### config.mk
export PLATFORM = sky130hd
export DESIGN_NAME = stopwatch_lap
export DESIGN_NICKNAME = d
export VERILOG_FILES = /design/src/rtl/stopwatch_lap_pkg.sv /design/src/rtl/stopwatch_lap_lap_fifo.sv /design/src/rtl/stopwatch_lap.sv
export SDC_FILE = /design/constraint.sdc
export NUM_CORES = 1
export LEC_CHECK = 0
export ABC_AREA = 1
export ABC_CLOCK_PERIOD_IN_PS = 2500
export CAP_MARGIN = 10
export CORE_ASPECT_RATIO = 1.2
export CORE_MARGIN = 1
export CORE_UTILIZATION = 37
export CTS_CLUSTER_SIZE = 40
export DETAILED_ROUTE_END_ITERATION = 8
export SLEW_MARGIN = 20
export SYNTH_ARGS = -nofsm -noshare
export SYNTH_HDL_FRONTEND = slang
export SYNTH_SLANG_ARGS = --single-unit
### constraint.sdc
create_clock -name clk -period 2.5 [get_ports clk]
set_clock_uncertainty 0.05 [all_clocks]
set_input_delay 0.5 -clock clk [delete_from_list [all_inputs] [get_ports clk]]
set_output_delay 0.5 -clock clk [all_outputs]
set_load 0.05 [all_outputs]
### src/rtl/stopwatch_lap_pkg.sv
// Shared definitions for the timer-mode stopwatch: mode encodings used by the
// digital clock, stopwatch state encoding, the packed time word, and a width
// helper for counters and pointers.
package stopwatch_lap_pkg;

  // Mode encodings shared with the rest of the digital clock
  localparam logic [1:0] M1_CLOCK       = 2'b00;
  localparam logic [1:0] M1_TIMER       = 2'b10;
  localparam logic [1:0] M2_TIMER_G     = 2'b00;
  localparam logic [1:0] M2_TIMER_START = 2'b01;
  localparam logic [1:0] M2_TIMER_STOP  = 2'b10;

  // Width of one captured time word: min(6) + sec(6) + secc(4)
  localparam int TIME_W = 16;

  typedef enum logic [1:0] {
    IDLE  = 2'd0,
    RUN   = 2'd1,
    PAUSE = 2'd2
  } sw_state_t;

  typedef struct packed {
    logic [5:0] min;
    logic [5:0] sec;
    logic [3:0] secc;
  } sw_time_t;

  // Number of bits needed to hold the unsigned value 'value' (at least 1)
  function automatic int bits_required(input int value);
    int n;
    n = 1;
    while ((value >> n) != 0) n++;
    return n;
  endfunction

endpackage

### src/rtl/stopwatch_lap_lap_fifo.sv
// First-word-fall-through FIFO holding captured lap times. The head entry is
// visible whenever the FIFO is non-empty; reads return zero when empty.
module lap_fifo
  import stopwatch_lap_pkg::*;
#(
  parameter int WIDTH = 16,
  parameter int DEPTH = 4
) (
  input  logic                             clk,
  input  logic                             reset,
  input  logic                             clear,
  input  logic                             push,
  input  logic                             pop,
  input  logic [WIDTH-1:0]                 wdata,
  output logic [WIDTH-1:0]                 head,
  output logic                             full,
  output logic [bits_required(DEPTH)-1:0]  count
);

  localparam int PTR_W = bits_required(DEPTH - 1);
  localparam int CNT_W = bits_required(DEPTH);
  localparam logic [CNT_W-1:0] CNT_FULL = CNT_W'(DEPTH);

  logic [WIDTH-1:0] mem [DEPTH];
  logic [PTR_W-1:0] wr_ptr;
  logic [PTR_W-1:0] rd_ptr;
  logic             empty;
  logic             do_push;
  logic             do_pop;

  assign empty = (count == '0);
  assign full  = (count == CNT_FULL);

  // A pop on an empty FIFO is ignored; a push while full only lands if the
  // same edge frees a slot by popping.
  assign do_pop  = pop && !empty;
  assign do_push = push && (!full || do_pop);

  assign head = empty ? '0 : mem[rd_ptr];

  // Pointer and occupancy tracking; clear empties the FIFO like reset
  always_ff @(posedge clk) begin
    // NOTE: state registers use non-blocking assignments so every flop samples
    // pre-edge values; blocking here would create order-dependent races.
    if (reset || clear) begin
      wr_ptr <= '0;
      rd_ptr <= '0;
      count  <= '0;
    end else begin
      if (do_push) wr_ptr <= wr_ptr + PTR_W'(1);
      if (do_pop)  rd_ptr <= rd_ptr + PTR_W'(1);
      count <= count + CNT_W'(do_push) - CNT_W'(do_pop);
    end
  end

  // Entry storage; when full with a simultaneous pop, the write slot equals
  // the read slot, and the old head is consumed on the same edge.
  always_ff @(posedge clk) begin
    // NOTE: the storage array is deliberately not reset; occupancy is tracked
    // by count, and empty reads are forced to zero, so stale words never leak.
    if (do_push) mem[wr_ptr] <= wdata;
  end

endmodule

### src/rtl/stopwatch_lap.sv
// Timer-mode stopwatch: run/pause/clear state machine driven by the mode
// inputs, tenths prescaler, min:sec.tenths carry chain with wrap or saturate
// overflow policy, and a lap-capture FIFO feeding the display mux.
module stopwatch_lap
  import stopwatch_lap_pkg::*;
#(
  parameter int CLOCKS4SECC = 10,
  parameter int MAX_MIN     = 59,
  parameter int LAP_DEPTH   = 4,
  parameter int SATURATE    = 0
) (
  input  logic                                 clk,
  input  logic                                 reset,
  input  logic [1:0]                           mode1,
  input  logic [1:0]                           mode2,
  input  logic                                 lap_req,
  input  logic                                 lap_rd,
  output logic [5:0]                           min_sw,
  output logic [5:0]                           sec_sw,
  output logic [3:0]                           secc_sw,
  output logic [5:0]                           lap_min,
  output logic [5:0]                           lap_sec,
  output logic [3:0]                           lap_secc,
  output logic                                 lap_valid,
  output logic                                 lap_full,
  output logic [bits_required(LAP_DEPTH)-1:0]  lap_count,
  output logic                                 overflow
);

  localparam int PRE_W = bits_required(CLOCKS4SECC - 1);
  localparam logic [PRE_W-1:0] PRE_LAST = PRE_W'(CLOCKS4SECC - 1);
  localparam logic [5:0]       MIN_LAST = 6'(MAX_MIN);

  sw_state_t         state_q;
  sw_state_t         state_next;
  sw_time_t          time_q;
  sw_time_t          time_next;
  logic [PRE_W-1:0]  presc_q;
  logic              clear;
  logic              run_en;
  logic              tick;
  logic              at_max;
  logic              push_en;
  logic [TIME_W-1:0] lap_head;

  // Decode the requested state from the current mode inputs
  always_comb begin
    // NOTE: every always_comb output gets a default first so no path leaves it
    // unassigned, which would otherwise infer a latch.
    state_next = PAUSE;
    if (mode1 != M1_TIMER || mode2 == M2_TIMER_G) begin
      state_next = IDLE;
    end else if (mode2 == M2_TIMER_START) begin
      state_next = RUN;
    end
  end

  // State register
  always_ff @(posedge clk) begin
    if (reset) state_q <= IDLE;
    else       state_q <= state_next;
  end

  // Heading into IDLE clears everything on this edge and wins over a tick or
  // a lap request arriving in the same cycle.
  assign clear   = (state_next == IDLE);
  assign run_en  = (state_q == RUN) && !clear && !((SATURATE != 0) && overflow);
  assign tick    = run_en && (presc_q == PRE_LAST);
  assign at_max  = (time_q.min == MIN_LAST) && (time_q.sec == 6'd59) &&
                   (time_q.secc == 4'd9);
  assign push_en = lap_req && (state_q != IDLE) && !clear;

  // Next time value on a tick: tenths -> seconds -> minutes -> overflow
  always_comb begin
    time_next = time_q;
    if (at_max) begin
      time_next = (SATURATE != 0) ? time_q : '0;
    end else if (time_q.secc != 4'd9) begin
      time_next.secc = time_q.secc + 4'd1;
    end else begin
      time_next.secc = 4'd0;
      if (time_q.sec != 6'd59) begin
        time_next.sec = time_q.sec + 6'd1;
      end else begin
        time_next.sec = 6'd0;
        time_next.min = time_q.min + 6'd1;
      end
    end
  end

  // Prescaler, running time and sticky overflow; PAUSE simply holds them
  always_ff @(posedge clk) begin
    if (reset || clear) begin
      presc_q  <= '0;
      time_q   <= '0;
      overflow <= 1'b0;
    end else if (run_en) begin
      if (tick) begin
        presc_q <= '0;
        time_q  <= time_next;
        if (at_max) overflow <= 1'b1;
      end else begin
        presc_q <= presc_q + PRE_W'(1);
      end
    end
  end

  assign min_sw  = time_q.min;
  assign sec_sw  = time_q.sec;
  assign secc_sw = time_q.secc;

  // Lap captures take the displayed (pre-edge) time
  lap_fifo #(
    .WIDTH (TIME_W),
    .DEPTH (LAP_DEPTH)
  ) u_lap_fifo (
    .clk   (clk),
    .reset (reset),
    .clear (clear),
    .push  (push_en),
    .pop   (lap_rd),
    .wdata (time_q),
    .head  (lap_head),
    .full  (lap_full),
    .count (lap_count)
  );

  assign {lap_min, lap_sec, lap_secc} = lap_head;
  assign lap_valid = (lap_count != '0);

endmodule

==> results of run 1 <==
==> where the power goes <==
| part | internal [mW] | switching [mW] |
|---|---|---|
| logic | 0.0175 | 0.0214 |
| clock network | 0.670 | 0.565 |
| registers | 1.67 | 0.000761 |
==> Yosys cell counts (3+ instances only) <==
cell	instances
a21oi_1	32
buf_2	5
clkbuf_1	6
dfxtp_1	32
edfxtp_1	64
ha_1	12
inv_1	43
nand2_1	47
nand2_2	6
nand3_1	20
nor2_1	94
nor2_2	4
nor2_4	7
nor3_1	3
o21ai_0	37
xor2_1	3
==> flip-flops by register name, indices dropped and copies added, names as in the netlist, named ones only <==
signal             cells
state_q                2
secc_sw                4
min_sw                 6
u_lap_fifo.mem        64
sec_sw                 6
u_lap_fifo.count       3
overflow               1
u_lap_fifo.rd_ptr      2
presc_q                4
u_lap_fifo.wr_ptr      2
==> worst paths after layout <==
path / from / endpoint / slack (ns) / cells past startpoint
min reg2reg: overflow$_SDFFE_PP0P_ / overflow$_SDFFE_PP0P_ / 0.41 / 2
max: u_lap_fifo.count[2]$_SDFF_PP0_ / lap_full / 0.13 / 3
min: overflow$_SDFFE_PP0P_ / overflow$_SDFFE_PP0P_ / 0.41 / 2
max reg2reg: u_lap_fifo.count[1]$_SDFF_PP0_ / u_lap_fifo.count[2]$_SDFF_PP0_ / 0.50 / 9
==> cell families (layout without fill, tap and decap cells) <==
family,after synthesis,count (layout)
adders and majority gates,13,13
buffers and inverters,59,126
xor gates and xnor gates,4,4
DFF,96,96
and+or+nand+nor,189,189
AOI/OAI and AO/OA,72,72
==> final cells by class <==
cell class | instances | share of cell area (%)
Multi-Input combinational cell | 278 | 28.0
Clock inverter | 6 | 0.688
Timing Repair Buffer | 64 | 11.4
Inverter | 46 | 3.32
Clock buffer | 10 | 4.34
Tap cell | 154 | 3.66
Sequential cell | 96 | 48.6
==> critical path, cell delays in order, from the launching register on <==
cell and delay [ns]:
dfxtp_1 0.43, inv_1 0.10, nor3_4 0.13, clkdlybuf4s50_1 0.83
==> layer usage <==
metal | wire [um] | GRT usage, % | part of all wire [%] | vias up
li1 | - | - | - | 1551
met1 | 4020 | 19.4 | 46 | 1396
met2 | 4390 | 27.8 | 50 | 52
met3 | 265 | 3.32 | 3.0 | 12
met4 | 141 | 6.07 | 1.6 | 0
met5 | 0 | 0 | 0 | -
==> metrics by stage <==
| step | hold WS, ns | utilization, % | total power [mW] | setup slack [ns] | instances |
|---|---|---|---|---|---|
| floorplan | 0.386 | - | 1.73 | 0.0186 | 433 |
| global placement | 0.403 | 44.9 | 1.75 | 0.153 | 638 |
| detailed placement | 0.397 | 44.9 | 1.75 | 0.111 | 638 |
| CTS | 0.416 | 47.3 | 2.97 | 0.109 | 654 |
| global route | 0.432 | 47.3 | 3.04 | 0.0488 | 654 |
| finish | 0.413 | 47.3 | 2.95 | 0.126 | 654 |
==> results.py, run 1 <==
metrics = {
    "outcome": {
        "status": "completed",
    },
    "synthesis": {
        "synth_cell_types": 30,
        "synth_compound_area_share_pct": 8.55,
        "syn_area_um2": 4270,
        "netlist_top_cells_area": "edfxtp_1 (45%), dfxtp_1 (15%), nor2_1 (8.3%)",
        "syn_avg_cell_area_um2": 9.87,
        "muxShareOfSynthArea_pct": 0,
        "synthSimpleGateAreaFrac_pct": 20.9,
        "synthArstFlopShare_pct": 0,
        "yosys.area.top_type_share_pct": 45.0,
        "syn_inst": 433,
        "synth_top_cell_by_area": "edfxtp_1",
        "yosys_warnings": 0,
        "ys_ff_latch": 96,
        "yosysSeqAreaShare_pct": 60.0,
        "synthAdderAreaFrac_pct": 3.98,
        "synth-edff-count": 64,
        "synth_nets": 454,
        "synth_ff_type": "edfxtp_1",
        "synth-xor-area-share_pct": 0.820,
        "synth_top_family_by_area": "simple AND/OR/NAND/NOR gates",
    },
    "cells_and_area": {
        "antennaDiodeCount": 0,
        "final-seq-area_um2": 2560,
        "multi_input_area_um2": 1480,
        "nets": 516,
        "area_delta_synth_final_pct": 23.4,
        "mostFrequentLayoutCells": "nor2_1 (94), edfxtp_1 (64), nand2_1 (47)",
        "final_common_cell": "nor2_1",
        "drive_above_1_share_pct": 15.6,
        "nFillCells": 1068,
        "fin_area_um2": 5270,
    },
    "placement": {
        "io_buffers": 45,
        "post-dp-hpwl_um": 5930,
        "place_congestion": 0.761,
        "detailed_place.area_um2": 5010,
    },
    "cts": {
        "cts_sinks": 96,
        "htreeDepth": 3,
        "cts_inserted_buffers": 9,
        "cts_resized": 0,
        "hold_buffers": 0,
        "clockBufferDepth": 2,
        "clk-insertion-delay-late_ns": 0.34,
        "cts_tree": "yes",
        "cts_setup_buffers": 0,
        "clkTransAtPathRegs_ns": 0.06,
        "root_buffer": "clkbuf_16",
    },
    "detailed_routing": {
        "wl_per_cell_um": 13.5,
        "first_iter_violations": 146,
        "vias": 3011,
        "ant_nets": 0,
        "routed_wl_um": 8820,
        "vias_per_cell": 4.60,
        "firstDrtPassIters": 4,
        "route.detailed.drc": 0,
    },
    "floorplanning": {
        "pin_count": 46,
        "fp-row-count": 42,
        "start_util_pct": 38.3,
        "die-area_um2": 12000,
        "coreArea_um2": 11100,
        "die-width_um": 100,
        "fp.dieH_um": 120,
    },
    "worst_setup_path": {
        "critPathLaunchType": "flip-flop",
        "end_kind": "output pin",
        "cp_max_fo": 4,
        "arrival_ns": 1.82,
        "cp.required_ns": 1.95,
        "path_class": "flip-flop to output pin",
    },
    "global_route": {
        "overflow": 0,
        "grt_pass1_vias": 3058,
        "grt_pass1_wl_um": 14600,
        "grt_max_degree": 33,
        "grt_usage_pct": 16.0,
        "antenna_found_initial": 0,
    },
    "sta": {
        "rsz0062_at_grt": "no",
        "fin_crit_ns": 2.37,
        "report.final.slew_viol_count": 0,
        "relSlewSlack_pct": 60.8,
        "worstMarginPinSlew_ns": 0.587,
        "max_freq_mhz": 421,
        "tns_ns": 0,
        "period_share_pct": 94.9,
        "setup_viol": 0,
        "hold_viol": 0,
    },
    "pwr": {
        "powerDensity_nw_per_um2": 559,
        "irDropWorstVdd_mv": 0.322,
        "p_leak_nw": 1.94,
    },
    "job": {
        "maxCapViolCount": 0,
    },
    "hold_path": {
        "hp-class": "flip-flop to flip-flop",
    },
}
No activity file was read; power rests on OpenSTA's default activity.
==> inputs of run 2 (changes only) <==
--- a/config.mk
+++ b/config.mk
@@ -15,2 +15,3 @@
 export DETAILED_ROUTE_END_ITERATION = 8
+export MAX_ROUTING_LAYER = met4
 export SLEW_MARGIN = 20
--- a/constraint.sdc
+++ b/constraint.sdc
@@ -4,2 +4,2 @@
 set_output_delay 0.5 -clock clk [all_outputs]
-set_load 0.05 [all_outputs]
+set_load 0.1 [all_outputs]
==> run 2 against run 1 <==
Worst hold slack lost 0.0021 ns; sequential share of layout area shrank 2.4 points; routed wire length shrank 1.2%; critical endpoint is now lap_secc[0]; first-iteration DRC count shrank 43%; via count grew 2.8%; combinational power grew 3%; largest power group unchanged; clock-buffer cell count is the same; sequential power is essentially flat; non-clock buffer count shrank 5.
==> results.py, run 2 (synthesized netlist as in run 1, its figures left out) <==
metrics = {
    "cells_and_area": {
        "final_common_cell": "nor2_1",
        "regMostFlops": "u_lap_fifo.mem",
        "largest_reg_flops": 64,
        "drive_above_1_share_pct": 23.8,
        "final-seq-area_um2": 2570,
        "multi_input_area_um2": 1620,
        "nFillCells": 1023,
        "mostFrequentLayoutCells": "nor2_1 (94), edfxtp_1 (64), nand2_1 (47)",
        "fin_area_um2": 5550,
        "antennaDiodeCount": 0,
        "nets": 511,
        "area_delta_synth_final_pct": 30.0,
    },
    "worst_setup_path": {
        "path_class": "flip-flop to output pin",
        "r2r-start": "u_lap_fifo.count[1]$_SDFF_PP0_",
        "cp_max_fo": 26,
        "end_kind": "output pin",
        "r2r_slack_ns": 0.55,
        "cp.required_ns": 1.95,
        "critPathLaunchType": "flip-flop",
        "arrival_ns": 1.75,
    },
    "floorplanning": {
        "fp-row-count": 42,
        "pin_count": 46,
        "start_util_pct": 38.3,
        "die-area_um2": 12000,
        "coreArea_um2": 11100,
        "fp.dieH_um": 120,
        "die-width_um": 100,
    },
    "cts": {
        "root_buffer": "clkbuf_16",
        "clk-insertion-delay-late_ns": 0.34,
        "clockBufferDepth": 2,
        "hold_buffers": 0,
        "htreeDepth": 3,
        "cts_setup_buffers": 0,
        "cts_tree": "yes",
        "clkTransAtPathRegs_ns": 0.07,
        "cts_sinks": 96,
        "cts_inserted_buffers": 9,
        "cts_resized": 0,
    },
    "global_route": {
        "overflow": 0,
        "antenna_found_initial": 0,
        "grt_pass1_vias": 3000,
        "grt_max_degree": 27,
        "grt_pass1_wl_um": 14700,
        "grt_usage_pct": 16.4,
    },
    "sta": {
        "max_freq_mhz": 435,
        "relSlewSlack_pct": 62.2,
        "setup_slack_ns": 0.202,
        "fin_crit_ns": 2.30,
        "rsz0062_at_grt": "no",
        "tns_ns": 0,
        "whs_ns": 0.411,
        "setup_viol": 0,
        "worstMarginPinSlew_ns": 0.567,
        "report.final.slew_viol_count": 0,
        "hold_viol": 0,
        "period_share_pct": 91.9,
    },
    "detailed_routing": {
        "vias_per_cell": 4.77,
        "routed_wl_um": 8710,
        "route.detailed.drc": 0,
        "ant_nets": 0,
        "wl_per_cell_um": 13.4,
        "firstDrtPassIters": 4,
        "first_iter_violations": 83,
        "vias": 3096,
    },
    "hold_path": {
        "hp-class": "flip-flop to flip-flop",
        "min-delay-start": "overflow$_SDFFE_PP0P_",
    },
    "placement": {
        "place_congestion": 0.811,
        "detailed_place.area_um2": 5280,
        "post-dp-hpwl_um": 6020,
        "post-place-ws_ns": 0.0338,
        "io_buffers": 45,
    },
    "outcome": {
        "status": "completed",
    },
    "pwr": {
        "irDropWorstVdd_mv": 0.322,
        "powerDensity_nw_per_um2": 536,
        "p_leak_nw": 1.98,
        "p_total_mw": 2.97,
    },
    "job": {
        "maxCapViolCount": 0,
    },
}
## run 2: path summary, 6_finish.rpt
path                                     to  cells after the start
max reg2reg  u_lap_fifo.count[2]$_SDFF_PP0_                      9
max                             lap_secc[0]                      5
min reg2reg           overflow$_SDFFE_PP0P_                      2
min                   overflow$_SDFFE_PP0P_                      2
## run 2: power breakdown
| part | switching [mW] | internal [mW] | leakage [nW] |
|---|---|---|---|
| combinational | 0.0223 | 0.0178 | 0.995 |
| clock | 0.584 | 0.678 | 0.125 |
| sequential | 0.000779 | 1.67 | 0.861 |
| total | 0.607 | 2.37 | 1.98 |
## run 2: critical path: stages (launching register included)
cell and delay (ns):
dfxtp_1 0.34, inv_1 0.17, buf_4 0.30, o21ai_0 0.20, a21oi_4 0.21, buf_12 0.19
## run 2: area by class of cell
cell class / instances / area share, %
clock buffer: 10 / 4.12
clock inverter: 6 / 0.811
inverter: 46 / 3.22
multi-input combinational: 278 / 29.1
sequential: 96 / 46.3
tap: 154 / 3.47
timing repair buffer: 59 / 13.0
## run 2: through the flow
step / utilization, % / instances
after floorplan: - / 433
after global placement: 47.4 / 633
after detailed placement: 47.4 / 633
after CTS: 49.8 / 649
after global routing: 49.8 / 649
final: 49.8 / 649
## run 2: metal layers
metal	up-vias	share of wire [%]	GRT usage [%]
li1	1548	-	-
met1	1473	45	19.6
met2	59	51	28.1
met3	16	2.8	1.81
met4	0	1.7	7.25
met5	-	0	-
